--- src/rtl/rotary_quad_ctrl_if.sv ---
// Signal bundle between the rotary encoder front end and its user.
// The master side drives the encoder pins and control strobes; the slave side
// (the controller) drives the value, published address and step indicators.
interface rotary_quad_ctrl_if #(
  parameter int unsigned VAL_W = 11,
  parameter int unsigned NSTEP = 3
);
  logic             Rot_A;
  logic             Rot_B;
  logic             Rot_C;
  logic             Floor_En;
  logic             Load_En;
  logic [VAL_W-1:0] Load_Val;
  logic [VAL_W-1:0] Value;
  logic [VAL_W-1:0] Address;
  logic             FreqChng;
  logic [1:0]       StepSel;
  logic [NSTEP-1:0] LedStep;

  modport master (
    output Rot_A, Rot_B, Rot_C, Floor_En, Load_En, Load_Val,
    input  Value, Address, FreqChng, StepSel, LedStep
  );

  modport slave (
    input  Rot_A, Rot_B, Rot_C, Floor_En, Load_En, Load_Val,
    output Value, Address, FreqChng, StepSel, LedStep
  );
endinterface

--- src/rtl/rotary_quad_ctrl.sv ---
// Rotary encoder front end: synchronises and debounces A/B/C, decodes one
// quadrature detent per step, keeps a saturating value register with selectable
// step size, floor mode and preset load, and publishes a rate-limited copy.
module rotary_quad_ctrl #(
  parameter int unsigned VAL_W     = 11,
  parameter int unsigned MAX_VAL   = 1799,
  parameter int unsigned MIN_VAL   = 0,
  parameter int unsigned FLOOR_VAL = 800,
  parameter int unsigned NSTEP     = 3,
  parameter int unsigned STEP0     = 1,
  parameter int unsigned STEP1     = 10,
  parameter int unsigned STEP2     = 100,
  parameter int unsigned STEP3     = 1000,
  parameter int unsigned DEB_CYC   = 256,
  parameter int unsigned UPD_CYC   = 2400000
) (
  input logic               Fg_CLK,
  input logic               RESET,
  rotary_quad_ctrl_if.slave bus
);

  localparam int unsigned DEB_W = $clog2(DEB_CYC + 1);
  localparam int unsigned TMR_W = (UPD_CYC > 1) ? $clog2(UPD_CYC) : 1;

  localparam logic [DEB_W-1:0] DEB_LAST = DEB_W'(DEB_CYC - 1);
  localparam logic [TMR_W-1:0] TMR_LAST = TMR_W'(UPD_CYC - 1);

  // Arithmetic constants carry one guard bit so sums never wrap.
  localparam logic [VAL_W:0] MAX_W   = (VAL_W + 1)'(MAX_VAL);
  localparam logic [VAL_W:0] MIN_W   = (VAL_W + 1)'(MIN_VAL);
  localparam logic [VAL_W:0] FLOOR_W = (VAL_W + 1)'(FLOOR_VAL);
  localparam logic [VAL_W:0] STEP0_W = (VAL_W + 1)'(STEP0);
  localparam logic [VAL_W:0] STEP1_W = (VAL_W + 1)'(STEP1);
  localparam logic [VAL_W:0] STEP2_W = (VAL_W + 1)'(STEP2);
  localparam logic [VAL_W:0] STEP3_W = (VAL_W + 1)'(STEP3);

  localparam logic [VAL_W-1:0] MIN_V    = VAL_W'(MIN_VAL);
  localparam logic [1:0]       LAST_SEL = 2'(NSTEP - 1);
  localparam logic [NSTEP-1:0] LED_ONE  = NSTEP'(1);

  // Bit order {C, B, A}; A and B idle high, C idles low.
  localparam logic [2:0] IDLE_LVL = 3'b011;

  typedef enum logic [1:0] {StIdle, StCw1, StCcw1, StWait} dec_state_e;

  logic [2:0]       raw;
  logic [2:0]       sync1_q, sync2_q;
  logic [2:0]       filt_q, filt_prev_q;
  logic [DEB_W-1:0] deb_cnt_q [3];
  logic [1:0]       fall_ab;
  logic [2:0]       rise;

  dec_state_e state_q, state_d;
  logic       commit_up, commit_dn;

  logic [VAL_W-1:0] value_q, value_d;
  logic [VAL_W:0]   step_w, lo_w, val_w, sum_w, ld_w;
  logic [VAL_W-1:0] diff_v;

  logic [1:0]       step_sel_q, step_sel_d;
  logic [NSTEP-1:0] led_q;

  logic [TMR_W-1:0] tmr_q;
  logic             tick;
  logic [VAL_W-1:0] addr_q;
  logic             freq_q;

  assign raw = {bus.Rot_C, bus.Rot_B, bus.Rot_A};

  // Two-flop synchroniser for the asynchronous encoder pins.
  always_ff @(posedge Fg_CLK or posedge RESET) begin
    if (RESET) begin
      sync1_q <= IDLE_LVL;
      sync2_q <= IDLE_LVL;
    end else begin
      sync1_q <= raw;
      sync2_q <= sync1_q;
    end
  end

  // Debounce: accept a new level only after DEB_CYC consecutive disagreeing cycles.
  always_ff @(posedge Fg_CLK or posedge RESET) begin
    if (RESET) begin
      filt_q      <= IDLE_LVL;
      filt_prev_q <= IDLE_LVL;
      for (int i = 0; i < 3; i++) deb_cnt_q[i] <= '0;
    end else begin
      filt_prev_q <= filt_q;
      for (int i = 0; i < 3; i++) begin
        if (sync2_q[i] == filt_q[i]) begin
          deb_cnt_q[i] <= '0;
        end else if (deb_cnt_q[i] == DEB_LAST) begin
          filt_q[i]    <= sync2_q[i];
          deb_cnt_q[i] <= '0;
        end else begin
          deb_cnt_q[i] <= deb_cnt_q[i] + DEB_W'(1);
        end
      end
    end
  end

  assign fall_ab = filt_prev_q[1:0] & ~filt_q[1:0];
  assign rise    = ~filt_prev_q & filt_q;

  // Decoder state register.
  always_ff @(posedge Fg_CLK or posedge RESET) begin
    if (RESET) state_q <= StIdle;
    else       state_q <= state_d;
  end

  // Detent decoder: first falling phase picks the direction, the other phase commits.
  always_comb begin
    state_d   = state_q;
    commit_up = 1'b0;
    commit_dn = 1'b0;
    unique case (state_q)
      StIdle: begin
        if (fall_ab[0] && fall_ab[1]) state_d = StWait;  // ambiguous, ignore detent
        else if (fall_ab[1])          state_d = StCw1;
        else if (fall_ab[0])          state_d = StCcw1;
      end
      StCw1: begin
        if (fall_ab[0]) begin
          commit_up = 1'b1;
          state_d   = StWait;
        end else if (rise[1]) begin
          state_d = StIdle;
        end
      end
      StCcw1: begin
        if (fall_ab[1]) begin
          commit_dn = 1'b1;
          state_d   = StWait;
        end else if (rise[0]) begin
          state_d = StIdle;
        end
      end
      StWait: begin
        if (filt_q[0] && filt_q[1]) state_d = StIdle;
      end
      default: state_d = StIdle;
    endcase
  end

  // Step size for the current selection.
  always_comb begin
    step_w = STEP0_W;
    case (step_sel_q)
      2'd0:    step_w = STEP0_W;
      2'd1:    step_w = STEP1_W;
      2'd2:    step_w = STEP2_W;
      default: step_w = STEP3_W;
    endcase
  end

  // Next value: load beats floor raise beats decoder commit; every path saturates.
  always_comb begin
    value_d = value_q;
    lo_w    = bus.Floor_En ? FLOOR_W : MIN_W;
    val_w   = {1'b0, value_q};
    sum_w   = val_w + step_w;
    ld_w    = {1'b0, bus.Load_Val};
    diff_v  = value_q - step_w[VAL_W-1:0];
    if (bus.Load_En) begin
      if (ld_w > MAX_W)     value_d = MAX_W[VAL_W-1:0];
      else if (ld_w < lo_w) value_d = lo_w[VAL_W-1:0];
      else                  value_d = bus.Load_Val;
    end else if (bus.Floor_En && (val_w < FLOOR_W)) begin
      value_d = FLOOR_W[VAL_W-1:0];
    end else if (commit_up) begin
      value_d = (sum_w > MAX_W) ? MAX_W[VAL_W-1:0] : sum_w[VAL_W-1:0];
    end else if (commit_dn) begin
      value_d = (val_w < lo_w + step_w) ? lo_w[VAL_W-1:0] : diff_v;
    end
  end

  // Step selection advances on each debounced button press, wrapping at NSTEP.
  always_comb begin
    step_sel_d = step_sel_q;
    if (rise[2]) step_sel_d = (step_sel_q == LAST_SEL) ? 2'd0 : step_sel_q + 2'd1;
  end

  // Value, step index and one-cold LED registers.
  always_ff @(posedge Fg_CLK or posedge RESET) begin
    if (RESET) begin
      value_q    <= MIN_V;
      step_sel_q <= 2'd0;
      led_q      <= ~LED_ONE;
    end else begin
      value_q    <= value_d;
      step_sel_q <= step_sel_d;
      led_q      <= ~(LED_ONE << step_sel_d);
    end
  end

  assign tick = (tmr_q == TMR_LAST);

  // Publish timer: copy the value out once per period, pulse only on a real change.
  always_ff @(posedge Fg_CLK or posedge RESET) begin
    if (RESET) begin
      tmr_q  <= '0;
      addr_q <= MIN_V;
      freq_q <= 1'b0;
    end else begin
      tmr_q <= tick ? '0 : tmr_q + TMR_W'(1);
      if (tick) begin
        addr_q <= value_q;
        freq_q <= (addr_q != value_q);
      end else begin
        freq_q <= 1'b0;
      end
    end
  end

  assign bus.Value    = value_q;
  assign bus.Address  = addr_q;
  assign bus.FreqChng = freq_q;
  assign bus.StepSel  = step_sel_q;
  assign bus.LedStep  = led_q;

endmodule
--- src/flat_wrapper.sv ---
// flat-port wrapper written by rule: the top's interface ports become plain ports
module rotary_quad_ctrl_flat 
#(
  parameter int unsigned VAL_W     = 11,
  parameter int unsigned MAX_VAL   = 1799,
  parameter int unsigned MIN_VAL   = 0,
  parameter int unsigned FLOOR_VAL = 800,
  parameter int unsigned NSTEP     = 3,
  parameter int unsigned STEP0     = 1,
  parameter int unsigned STEP1     = 10,
  parameter int unsigned STEP2     = 100,
  parameter int unsigned STEP3     = 1000,
  parameter int unsigned DEB_CYC   = 256,
  parameter int unsigned UPD_CYC   = 2400000
)
  (Fg_CLK, RESET, bus_Rot_A, bus_Rot_B, bus_Rot_C, bus_Floor_En, bus_Load_En, bus_Load_Val, bus_Value, bus_Address, bus_FreqChng, bus_StepSel, bus_LedStep);
  rotary_quad_ctrl_if #(.VAL_W(VAL_W), .NSTEP(NSTEP)) bus_i ();
  input logic Fg_CLK;
  input logic RESET;
  input wire logic [$bits(bus_i.Rot_A)-1:0] bus_Rot_A;
  input wire logic [$bits(bus_i.Rot_B)-1:0] bus_Rot_B;
  input wire logic [$bits(bus_i.Rot_C)-1:0] bus_Rot_C;
  input wire logic [$bits(bus_i.Floor_En)-1:0] bus_Floor_En;
  input wire logic [$bits(bus_i.Load_En)-1:0] bus_Load_En;
  input wire logic [$bits(bus_i.Load_Val)-1:0] bus_Load_Val;
  output wire logic [$bits(bus_i.Value)-1:0] bus_Value;
  output wire logic [$bits(bus_i.Address)-1:0] bus_Address;
  output wire logic [$bits(bus_i.FreqChng)-1:0] bus_FreqChng;
  output wire logic [$bits(bus_i.StepSel)-1:0] bus_StepSel;
  output wire logic [$bits(bus_i.LedStep)-1:0] bus_LedStep;
  assign bus_i.Rot_A = bus_Rot_A;
  assign bus_i.Rot_B = bus_Rot_B;
  assign bus_i.Rot_C = bus_Rot_C;
  assign bus_i.Floor_En = bus_Floor_En;
  assign bus_i.Load_En = bus_Load_En;
  assign bus_i.Load_Val = bus_Load_Val;
  assign bus_Value = bus_i.Value;
  assign bus_Address = bus_i.Address;
  assign bus_FreqChng = bus_i.FreqChng;
  assign bus_StepSel = bus_i.StepSel;
  assign bus_LedStep = bus_i.LedStep;
  rotary_quad_ctrl #(.VAL_W(VAL_W), .MAX_VAL(MAX_VAL), .MIN_VAL(MIN_VAL), .FLOOR_VAL(FLOOR_VAL), .NSTEP(NSTEP), .STEP0(STEP0), .STEP1(STEP1), .STEP2(STEP2), .STEP3(STEP3), .DEB_CYC(DEB_CYC), .UPD_CYC(UPD_CYC)) u_core (.Fg_CLK(Fg_CLK), .RESET(RESET), .bus(bus_i));
endmodule
--- config.mk ---
export PLATFORM = sky130hd
export DESIGN_NAME = rotary_quad_ctrl_flat
export DESIGN_NICKNAME = d
export VERILOG_FILES = /design/src/rtl/rotary_quad_ctrl_if.sv /design/src/rtl/rotary_quad_ctrl.sv /design/src/flat_wrapper.sv
export SDC_FILE = /design/constraint.sdc
export NUM_CORES = 1
export LEC_CHECK = 0
export CAP_MARGIN = 25
export CORE_ASPECT_RATIO = 1.5
export CORE_MARGIN = 4
export CORE_UTILIZATION = 50
export CTS_CLUSTER_DIAMETER = 100
export DETAILED_ROUTE_END_ITERATION = 10
export PLACE_DENSITY = 0.74
export RECOVER_POWER = 25
export SETUP_SLACK_MARGIN = 0.15
export SLEW_MARGIN = 10
export SYNTH_ARGS = -nofsm -noshare
export SYNTH_HDL_FRONTEND = slang
export SYNTH_SLANG_ARGS = --single-unit
--- constraint.sdc ---
create_clock -name Fg_CLK -period 2.8 [get_ports Fg_CLK]
set_input_delay 0.56 -clock Fg_CLK [delete_from_list [all_inputs] [get_ports Fg_CLK]]
set_output_delay 0.56 -clock Fg_CLK [all_outputs]
set_load 0.02 [all_outputs]
Yosys cells after proc, flatten, opt, wreduce, memory -nomap -nowiden
Cells that the tools add are included.

storage, ports and cells
  register bits after elaboration = 91
  output and inout bits = 28
  ROM bits = 0
  word-level logic and storage cells = 98
  input port bits = 18
  RAM bits = 0
  bits in latches = 0
  memories = 0

operators by class
  bitwise logic cells = 8
  div/mod/pow operators = 0
  equal/unequal tests = 17
  reductions and logical operators = 10
  multiplexer cells = 33
  $lt $le $gt $ge = 5
  $mul = 0
  shift-type cells = 1
  $add $sub $neg = 8

operators with widths
  cell                                                           count
  2-to-1 mux 11 bit                                              8
  2-to-1 mux 9 bit                                               6
  case mux 10 bit (3 select lines)                               1
  adder 9 x 1 -> 9 bit (second input constant)                   3
  equality test 9 x 8 -> 1 bit (second input constant)           3
  less-than comparator 11 x 12 -> 1 bit                          2
  adder 22 x 1 -> 22 bit (second input constant)                 1
  equality test 22 bit (second input constant)                   1
  2-to-1 mux 22 bit                                              1
  2-to-1 mux 2 bit                                               10
  adder 11 x 10 -> 12 bit                                        1
  adder 12 x 10 -> 12 bit                                        1
  > comparator 12 x 11 -> 1 bit (second input constant)          1
  > comparator 11 bit (second input constant)                    1
  less-than comparator 11 x 10 -> 1 bit (second input constant)  1
  inequality test 11 bit                                         1
  subtractor 11 x 10 -> 11 bit                                   1
  2-to-1 mux 10 bit                                              1
  case mux 2 bit (4 select lines)                                1
  equality test 2 bit (second input constant)                    3
  inequality test 3 x 1 -> 1 bit (second input constant)         2
  inverter 3 bit                                                 2
  AND reduction 2 bit                                            3
  2-to-1 mux 1 bit                                               5
  other kinds (14)                                               22

Longest topological paths before layout
Gate-level depths: netlist of the first run.

  depth after elaboration = 9
  mapped depth = 12
  gate-level depth less buffers = 12

Least setup slack after synthesis of the first run
OpenSTA, ideal clock, no wires.

  path kind = reg-to-reg
  start point = register u_core.step_sel_q[0], in the netlist u_core.bus.StepSel[0]
  end point = register u_core.value_q[1], in the netlist u_core.bus.Value[1]
  setup time = 0.126 ns
  buffers on the path = 0
  clock period less this slack = 3.017 ns
  data required time = 2.674 ns
  cell stages (with the launch flop) = 13
  setup slack = -0.217 ns
  arrival = 2.891 ns
  path through = dfrtp_1 inv_1 nor2_1 inv_1 ha_1 nand2b_1 a21oi_1 or4b_2 a211oi_1 o2111ai_1 nand3b_2 a31oi_1 a221o_1

between the ends
  word-level cells in the longest chain between the ends = 9
  elaborated cells on any way between the ends = 15
  those cells by class = add/sub (3); order compare (2); eq/ne (2); mux (7); reduce/logical (1)

ends and longest elaborated chain
  item                                               line                     source
  start, declared                                    rotary_quad_ctrl.sv:60   logic [1:0] step_sel_q, step_sel_d;
  start signal, assigned                             rotary_quad_ctrl.sv:191  step_sel_q <= step_sel_d;
  equality test 2 bit, or another cell as far along  rotary_quad_ctrl.sv:148  case (step_sel_q)
  case mux 10 bit (3 select lines) *                 rotary_quad_ctrl.sv:148
  adder 12 x 10 -> 12 bit                            rotary_quad_ctrl.sv:173  value_d = (val_w < lo_w + step_w) ? lo_w[VAL_W-1:0] : diff_v;
  less-than comparator 11 x 12 -> 1 bit              rotary_quad_ctrl.sv:173
  2-to-1 mux 11 bit                                  rotary_quad_ctrl.sv:173
  2-to-1 mux 11 bit                                  rotary_quad_ctrl.sv:172  end else if (commit_dn) begin
  2-to-1 mux 11 bit *                                rotary_quad_ctrl.sv:170  end else if (commit_up) begin
  2-to-1 mux 11 bit *                                rotary_quad_ctrl.sv:168  end else if (bus.Floor_En && (val_w < FLOOR_W)) begin
  2-to-1 mux 11 bit *                                rotary_quad_ctrl.sv:164  if (bus.Load_En) begin
  end signal, assigned                               rotary_quad_ctrl.sv:190  value_q <= value_d;
  end, declared                                      rotary_quad_ctrl.sv:56   logic [VAL_W-1:0] value_q, value_d;

Mark *: on every way between the ends. The rest lies on a longest branch, timed or not. The select of a mux whose other input is x is not followed.
A chain may end at the register's enable or synchronous reset.

Worst setup path in the final report of the first run
  start point = input bus_Floor_En
  end point = register u_core.value_q[4], in the netlist u_core.bus.Value[4]

between the ends
  word-level cells in the longest chain between the ends = 8
  elaborated cells on any way between the ends = 13
  those cells by class = add/sub (1); order compare (2); mux (8); reduce/logical (2)

ends and longest elaborated chain
  item                                   line                     source
  start, declared                        flat_wrapper.sv:23       input wire logic [$bits(bus_i.Floor_En)-1:0] bus_Floor_En;
  2-to-1 mux 10 bit                      rotary_quad_ctrl.sv:159  lo_w = bus.Floor_En ? FLOOR_W : MIN_W;
  adder 12 x 10 -> 12 bit                rotary_quad_ctrl.sv:173
  less-than comparator 11 x 12 -> 1 bit  rotary_quad_ctrl.sv:173
  2-to-1 mux 11 bit                      rotary_quad_ctrl.sv:173
  2-to-1 mux 11 bit                      rotary_quad_ctrl.sv:172
  2-to-1 mux 11 bit                      rotary_quad_ctrl.sv:170
  2-to-1 mux 11 bit                      rotary_quad_ctrl.sv:168
  2-to-1 mux 11 bit                      rotary_quad_ctrl.sv:164

Several ways; a longest one is shown, not always the timed one. The select of a mux whose other input is x is not followed.

==> flow_results.org, run 1 <==
** Outcome
- Run status :: finished, violations left
- The final reports fail on setup timing.

** Critical path
- Delay of the slowest cell on the worst path :: a little under 0.5 ns
- Critical path, cell by cell :: clkdlybuf4s50_1 -> buf_4 -> nor2_2 -> ha_1 -> a21o_1 -> a221o_1 -> nor2_4 -> nor2_4 -> a221o_1 -> a31oi_1 -> a211oi_1
- STA puts the critical path data required time at 3.00 ns.
- STA classifies the critical path endpoint as a flip-flop.
- The worst setup path is launched from an input pin.
- The largest individual stage delay along the critical path comes from the cell sky130_fd_sc_hd__clkdlybuf4s50_1.
- Along the worst path, the maximum fanout reaches 7.
- Worst EP arrival :: slightly above 3 ns
- By startpoint and endpoint, the worst setup path is classified as input pin to flip-flop.
- Bufs and invs on worst path :: 2
- Broken down by cell family, the worst path's largest delay share belongs to compound AO/OA/AOI/OAI gates.

** Pwr
- Summed over all cells, the static leakage comes to about 0.0032 uW.
- Power share of the sequential group :: about two fifths
- Clock Power Share :: 34.2%
- Share of total power consumed by net switching :: between 20% and 30%
- Total internal power :: about 2500 uW
- Net load switching power :: around 1000 uW
- For this design the ratio of total power to cell area is roughly 500 mW/mm2.
- Combinational cells account for approximately 26% of the total power.
- Max VDD drop :: 374 uV

** Timing
- Setup TNS :: -0.0706 ns
- Headroom to the max-slew limit :: approximately 35%
- The number of max-slew violations in the final report is 0.
- At the pin with the least slew margin, the transition time is between 0.9 and 1 ns.
- Max Clock Skew :: 0.0101 ns
- Setup repair after global routing could not meet its margin everywhere.
- The count of endpoints failing hold in the final timing report is 0.
- Once routing completed, OpenROAD measured the worst setup slack at -0.0589 ns.
- Setup-failing EPs final :: 4
- Share of the clock period used by the worst path :: 102%
- Final Critical Period :: approximately 2.9 ns
- For this run, the top clock speed supported by timing is 350 MHz.

** Clock tree
- Clock-pin slew of the registers on the worst-case setup and hold paths :: 0.06 ns
- Number of sinks on the clock net :: between 90 and 100
- Number of hold buffers added after CTS :: 0
- Clk Latency, worst-skew pair :: 0.34 ns
- Counting along the longest clock path gives a buffer depth of 2.
- The number of clock buffers added by TritonCTS is 9.
- TritonCTS clock tree :: done
- Clock root buffer master :: sky130_fd_sc_hd__clkbuf_16
- H-tree Lvls :: 3

** Logic synthesis
- Synthesis produced approximately 570 cells.
- Mapped cell area :: 0.00545 mm2
- Sequential elements use between 40 and 50% of the synthesized area.
- Synth Area in Simple Gates :: about 20%
- Yosys mapped a number of flops with a built-in enable equal to 0.
- Synthesized-area fraction occupied by adder cells :: ~8.3%
- Number of distinct library cell variants in the gate-level netlist after synthesis :: 63
- Most common cell in the synthesized netlist :: sky130_fd_sc_hd__dfrtp_1
- After synthesis the netlist holds a flip-flop and latch count of 91.
- The synthesized netlist devotes 9.97% of its cell area to XOR and XNOR gates.
- Count of yosys warnings during synthesis :: 0
- Ranked by instance count, the synthesized netlist is headed by 81 x sky130_fd_sc_hd__dfrtp_1, 67 x sky130_fd_sc_hd__nor2_1, 38 x sky130_fd_sc_hd__nand2_1.
- In this run the biggest area consumer among cell types represents roughly 37% of the synthesized area.
- For this run, the leading register cell type out of synthesis is sky130_fd_sc_hd__dfrtp_1.
- Syn_area_per_cell :: approximately 9.5 um2
- Fraction of registers with async set or reset after synthesis :: between 90% and 100%
- Synth top area cells :: sky130_fd_sc_hd__dfrtp_1 37%, sky130_fd_sc_hd__ha_1 7.6%, sky130_fd_sc_hd__xnor2_1 5.3%
- Biggest area consumer among synthesized cells :: sky130_fd_sc_hd__dfrtp_1
- Post-synthesis net count :: 625
- After synthesis, the largest family of logic cells by area is simple AND/OR/NAND/NOR gates.
- Area fraction in compound gates after synthesis :: 13.6%
- Measured against the total synthesized area, the mux share comes to 3.08%.

** Drt
- Dividing the detail-routed wire length by the instance count gives between 15 and 20 um.
- For this run, design rule violations remaining after detail routing come to 0.
- For this block, the initial DRC count from the detailed router was 270.
- After detailed routing, the number of vias per cell comes to slightly below 6.
- First-pass detailed-route iteration total :: 4
- Once detail routing completed, the nets flagged for antenna violations numbered 0.
- Drt total wl :: around 15 mm
- Via count of the routed design :: between 4000 and 5000

** Hold path
- Tightest Hold Check Type :: flip-flop to flip-flop

** Global route
- First-pass GRT wire length :: ~24 mm
- Vias in the first global route :: between 5000 and 6000
- Initial antenna violation count :: 0
- Aggregate global-route resource usage :: a little under a quarter
- Entering global routing, the biggest net connects 53 pins.
- GRT overflow :: 0

** Final layout
- The net count of the finished layout is roughly 740.
- The repair_antennas step left the layout with diodes totalling 0.
- Fraction of final layout cells with drive strength greater than 1 :: between 20% and 30%
- Post-route cell area :: about 0.0072 mm2
- Layout Area Growth over Synthesis :: 31.5%
- Counting the fill cells in the layout gives 831.

** Run
- Across the run, the number of max-cap violations was 0.

** Placed design
- Placed cell areas :: between 0.006 and 0.007 mm2
- Detailed Place HPWL :: 10.8 mm
- Number of buffers inserted by port buffering :: 45
- RePlAce Congestion :: ~0.93

** Floorplanning
- DIE HEIGHT :: ~140 um
- Width of the die :: about 93 um
- Once the floorplan was initialized, standard cells occupied between 50% and 60% of the core.
- 46 I/O pins were placed.
- Total number of placement rows :: 46
- Die area :: about 0.013 mm2
- Core Box Area :: 0.0106 mm2
-- worst register-to-register path: stages, from the launching register on --
cell and delay [ns]:
sky130_fd_sc_hd__dfrtp_2 0.50, sky130_fd_sc_hd__nor2_4 0.17, sky130_fd_sc_hd__ha_4 0.15, sky130_fd_sc_hd__inv_2 0.03, sky130_fd_sc_hd__fa_2 0.37, sky130_fd_sc_hd__a21oi_4 0.21, sky130_fd_sc_hd__nor4bb_2 0.08, sky130_fd_sc_hd__o311a_1 0.33
sky130_fd_sc_hd__nor2_4 0.18, sky130_fd_sc_hd__nor2_4 0.05, sky130_fd_sc_hd__a221o_1 0.36, sky130_fd_sc_hd__a31oi_1 0.18, sky130_fd_sc_hd__a211oi_1 0.07
-- layout by cell type, fill, tap and decap left out, types with 12 or more instances in the layout --
| cell type | instances |
|---|---|
| sky130_fd_sc_hd__nor3_1 | 12 |
| sky130_fd_sc_hd__ha_1 | 26 |
| sky130_fd_sc_hd__inv_1 | 19 |
| sky130_fd_sc_hd__a21oi_1 | 22 |
| sky130_fd_sc_hd__nand2_1 | 35 |
| sky130_fd_sc_hd__xnor2_1 | 33 |
| sky130_fd_sc_hd__dfrtp_1 | 79 |
| sky130_fd_sc_hd__nand3_1 | 26 |
| sky130_fd_sc_hd__and3_1 | 12 |
| sky130_fd_sc_hd__clkdlybuf4s50_1 | 41 |
| sky130_fd_sc_hd__buf_4 | 66 |
| sky130_fd_sc_hd__nand4_1 | 14 |
| sky130_fd_sc_hd__mux2_2 | 14 |
| sky130_fd_sc_hd__xor2_1 | 29 |
| sky130_fd_sc_hd__nor2_1 | 60 |
-- kinds of logic after synthesis --
family,Yosys count
AO/OA/AOI/OAI,112
flip-flops,91
adder cells (fa/ha/maj),35
AND/OR/NAND/NOR,220
buffers and inverters,37
multiplexers,15
XOR/XNOR,62
-- per-layer routing --
metal  track usage [%]  part of all wire, %  vias to the layer above
met4              16.3                  7.4                        0
met5                 0                    0                        -
li1                  -                    -                     2248
met3              4.21                  4.5                       89
met1              24.6                   37                     2316
met2              41.8                   51                      202
-- cell type report --
| class | count | area (um2) | share of cell area, % |
|---|---|---|---|
| Multi-Input combinational cell | 444 | 3340 | 46.6 |
| Clock inverter | 5 | 53.8 | 0.751 |
| Tap cell | 144 | 180 | 2.51 |
| Sequential cell | 91 | 2290 | 32.0 |
| Timing Repair Buffer | 113 | 962 | 13.4 |
| Clock buffer | 11 | 243 | 3.39 |
| Inverter | 25 | 95.1 | 1.33 |
-- final timing paths --
kind | from | endpoint | slack [ns] | depth (start not counted)
setup / recovery | bus_Floor_En | u_core.bus.Value[4] | -0.06 | 11
hold / removal | u_core.sync1_q[1] | u_core.sync2_q[1] | 0.35 | 0
setup reg to reg | u_core.bus.StepSel[1] | u_core.bus.Value[4] | -0.02 | 12
hold reg to reg | u_core.sync1_q[1] | u_core.sync2_q[1] | 0.35 | 0
max in group asynchronous | RESET | u_core.bus.Value[5] | 1.11 | 3
min in group asynchronous | RESET | u_core.bus.Value[8] | 0.55 | 2
-- stage by stage --
stage	util, %	worst slack [ns]	total power, uW	instances	hold slack (ns)
final	67.7	-0.0589	3520	833	0.354
after global routing	67.7	-0.178	3670	833	0.358
after CTS	65.8	0.000366	3460	829	0.351
after detailed placement	61.6	-0.356	2200	806	0.337
after global placement	61.6	-0.256	2180	806	0.337
after floorplan	-	0.0957	1870	572	0.331
-- state kept, by name, summed over array words and instances (netlist names) --
| register | flops |
|---|---|
| u_core.deb_cnt_q | 27 |
| u_core.state_q | 2 |
| u_core.bus.StepSel | 2 |
| u_core.bus.LedStep | 3 |
| u_core.sync1_q | 3 |
| u_core.bus.Address | 11 |
| u_core.filt_q | 3 |
| u_core.bus.Value | 11 |
| u_core.tmr_q | 22 |
| u_core.filt_prev_q | 3 |
| u_core.bus.FreqChng | 1 |
| u_core.sync2_q | 3 |
-- power by group through the flow --
stage                     clock [uW]  sequential, uW  combinational (uW)
after floorplan                    0            1450                 411
after global placement             0            1430                 747
after detailed placement           0            1440                 764
after CTS                       1220            1410                 822
after global routing            1280            1420                 967
final                           1200            1420                 900
-- what timing repair did --
action                                  in CTS  in global routing
resized for setup                           23                 40
setup buffers                                7                  4
gates cloned                                 0                  0
endpoints found under the setup margin      10                 11
pin swaps                                   17                 25
endpoints found under the hold margin        0                  0
No activity file was read; power rests on OpenSTA's default activity.
==> run 2, diff against run 1 <==
- CTS_BUF_LIST: unset -> sky130_fd_sc_hd__clkbuf_8
==> run 2 against run 1 <==
Against the previous run: combinational power grew 0.8%; sequential share of layout area grew 0.46 points; register-to-register slack is essentially flat; routed wire length shrank 2.0%; total power shrank 9.2%; clock skew grew 0.0034 ns; count of clock-buffer cells in the layout shrank 1; critical endpoint is now u_core.bus.Value[9]; non-clock buffer count shrank 1; global-route usage shrank 0.41 points; the run still ends with setup timing left.
==> flow_results.org, run 2 (synthesis gave the netlist of run 1 again) <==
** Outcome
- Run status :: finished, violations left (unchanged)
- Violated checks: setup timing (unchanged).

** Timing
- The number of max-slew violations in the final report is 0 (unchanged).
- Hold violation total from the final report :: 0 (unchanged)
- The relative slew slack came to 34.3% (was 34.6%).
- Setup-failing EPs final :: 6 (was 4)
- Pin slew with the least headroom to its limit :: 0.985 ns (was 0.981 ns)
- Unrepaired setup endpoints after global routing :: yes (unchanged)
- Setup TNS :: -0.0637 ns (was -0.0706 ns)
- Share of the clock period used by the worst path :: 101% (was 102%)
- Final Critical Period :: 2.83 ns (was 2.86 ns)
- Max Clock Skew :: 0.0136 ns (was 0.0101 ns)
- The final critical-path setup slack is -0.0283 ns (was -0.0589 ns).
- Max Clock Freq :: 354 MHz (was 350 MHz)

** Pwr
- Comb pwr share :: 28.4% (was 25.6%)
- The static leakage was 0.00317 uW (was 0.00321 uW).
- Power share of the sequential group :: 44.2% (was 40.2%)
- The clock power share is 27.3% (was 34.2%).
- The power density over the cells came to 452 mW/mm2 (was 491 mW/mm2).
- Net load switching power :: 986 uW (was 1030 uW)
- The peak ir drop on the vdd network was 403 uV (was 374 uV).
- Total internal power :: 2210 uW (was 2480 uW)
- Share of total power consumed by net switching :: 30.9% (was 29.4%)

** Global route
- The initial antenna violation count came to 0 (unchanged).
- Vias in the first global route :: 5003 (was 5125)
- The total routing resource utilization after global routing was 23.1% (was 23.5%).
- The first-pass GRT wire length was 23.1 mm (was 23.6 mm).
- The largest net degree at the start of global routing is 53 (unchanged).
- The total global routing overflow is 0 (unchanged).

** Clock tree
- H-tree Lvls :: 3 (unchanged)
- Maximum count of clock buffers along a single path :: 2 (unchanged)
- Number of hold buffers added after CTS :: 0 (unchanged)
- Clock root buffer master :: sky130_fd_sc_hd__clkbuf_8 (was sky130_fd_sc_hd__clkbuf_16)
- Clk Latency, worst-skew pair :: 0.36 ns (was 0.34 ns)
- Number of sinks on the clock net :: 91 (unchanged)
- The clock-pin transition on the worst setup and hold timing paths was 0.09 ns (was 0.06 ns).
- The number of CTS-inserted buffers came to 9 (unchanged).
- The TritonCTS clock tree was done (unchanged).

** Final layout
- Post-route cell area :: 0.00706 mm2 (was 0.00716 mm2)
- Biggest registers after layout: u_core.deb_cnt_q: 27 flops, u_core.tmr_q: 22 flops (unchanged).
- Most common library cell in the layout ignoring fill and taps :: sky130_fd_sc_hd__dfrtp_1 (unchanged)
- Flip-flop count of the largest register, all copies and words added :: 27 (unchanged)
- Total Nets Final :: 736 (was 737)
- The fraction of final layout cells sized beyond drive strength 1 came to 25.1% (about the same).
- Diodes inserted :: 0 (unchanged)
- Core utilization of the finished layout :: 66.7% (was 67.7%)
- The register with the most flip-flops is u_core.deb_cnt_q (unchanged).
- Layout Area Growth over Synthesis :: 29.6% (was 31.5%)
- Top library cells by usage in the layout, fill and taps aside: 79 x sky130_fd_sc_hd__dfrtp_1, 62 x sky130_fd_sc_hd__buf_4, 58 x sky130_fd_sc_hd__nor2_1 (was 79 x sky130_fd_sc_hd__dfrtp_1, 66 x sky130_fd_sc_hd__buf_4, 60 x sky130_fd_sc_hd__nor2_1).

** Drt
- Via-per-instance ratio :: 5.79 (was 5.83)
- The total DRC errors in the routed layout came to 0 (unchanged).
- Drt total wl :: 14.4 mm (was 14.7 mm)
- The number of antenna-violating nets in the routed design was 0 (unchanged).
- Via count of the routed design :: 4816 (was 4855)
- Iter 0 DRT Violations :: 256 (was 270)
- Final routed wire length divided by cell count :: 17.3 um (was 17.6 um)
- First-pass detailed-route iteration total :: 7 (was 4)

** Placed design
- The final estimated routing congestion in global placement was 0.935 (unchanged).
- Placed cell areas :: 0.00653 mm2 (unchanged)
- The post-detailed-placement half-perimeter wirelength was 10.8 mm (unchanged).
- Number of buffers inserted by port buffering :: 45 (unchanged)

** Critical path
- The kind of start point of the critical path was a flip-flop (was input pin).
- The data required time at the worst endpoint is 3.03 ns (was 3.00 ns).
- Startpoint of the worst-slack reg-to-reg timing path :: u_core.bus.StepSel[1] (unchanged)
- Worst EP arrival :: 3.06 ns (about the same)
- CP endpoint kind :: flip-flop (unchanged)
- Worst Path Max Fanout :: 8 (was 7)
- The critical setup path kind was flip-flop to flip-flop (was input pin to flip-flop).
- Worst Setup SP :: u_core.bus.StepSel[1] (was bus_Floor_En)

** Floorplanning
- Die area :: 0.0127 mm2 (unchanged)
- The total number of placement rows was 46 (unchanged).
- Width of the die :: 93.2 um (unchanged)
- The number of ports placed on the die boundary is 46 (unchanged).
- The effective utilization at floorplan is 51.4% (unchanged).
- The area of the placeable core came to 0.0106 mm2 (unchanged).
- DIE HEIGHT :: 136 um (unchanged)

** Hold path
- The path category of the worst min-delay check is flip-flop to flip-flop (unchanged).
- The hold path startpoint is u_core.sync1_q[1] (unchanged).

** Run
- The number of max-cap violations was 0 (unchanged).
[run 2: cell count changes in the layout (fill, tap and decap cells not counted), sizes merged]
cell    previous run  this run
buf               67        66
clkbuf            12        11
inv               24        25
[run 2: power groups by stage]
stage	clock network (uW)	registers, uW	logic, uW
floorplan	0	1450	411
global placement	0	1430	747
detailed placement	0	1440	764
CTS	904	1410	817
global route	960	1420	975
finish	873	1410	907
[run 2: final cells by class]
type	instances	area, um2
clock buffer	10	138
clock inverter	6	57.6
fill	860	3530
inverter	25	95.1
multi-input combinational	444	3330
sequential	91	2290
tap	144	180
timing repair buffer	112	966
[run 2: final timing paths]
kind	cells after the start	end	slack (ns)
setup / recovery	11	u_core.bus.Value[9]	-0.03
hold / removal	0	u_core.sync2_q[1]	0.36
setup reg to reg	11	u_core.bus.Value[9]	-0.03
hold reg to reg	0	u_core.sync2_q[1]	0.36
max in group asynchronous	3	u_core.tmr_q[16]	1.13
min in group asynchronous	2	u_core.bus.Value[8]	0.53
[run 2: stage by stage]
| step | instances | hold slack [ns] | power, uW | setup slack (ns) |
|---|---|---|---|---|
| after floorplan | 572 | 0.331 | 1870 | 0.0957 |
| after global placement | 806 | 0.337 | 2180 | -0.256 |
| after detailed placement | 806 | 0.337 | 2200 | -0.356 |
| after CTS | 827 | 0.356 | 3130 | -0.00730 |
| after global routing | 832 | 0.362 | 3350 | -0.186 |
| final | 832 | 0.357 | 3190 | -0.0283 |
[run 2: repair_timing]
item                                    4_1_cts  5_1_grt
resized for setup                            24       37
endpoints found under the setup margin       10       11
pin swaps                                    21       19
buffers inserted                              5        5
[run 2: critical path: stages (launching register included)]
cell and delay (ns):
sky130_fd_sc_hd__dfrtp_2 0.51, sky130_fd_sc_hd__buf_4 0.17, sky130_fd_sc_hd__ha_1 0.23, sky130_fd_sc_hd__nor2b_1 0.17
sky130_fd_sc_hd__or3_1 0.33, sky130_fd_sc_hd__o21a_1 0.23, sky130_fd_sc_hd__nor2_2 0.20, sky130_fd_sc_hd__buf_4 0.16
sky130_fd_sc_hd__nor2_1 0.03, sky130_fd_sc_hd__o21ai_0 0.34, sky130_fd_sc_hd__a21o_1 0.24, sky130_fd_sc_hd__a211oi_2 0.08
[run 2: metal layers]
layer  global-route usage (%)  share of wire [%]  wire (um)
met5                        0                  0          0
met2                     40.7                 50       7220
met4                     16.0                7.5       1080
met3                     3.93                5.2        741
met1                     24.7                 37       5330
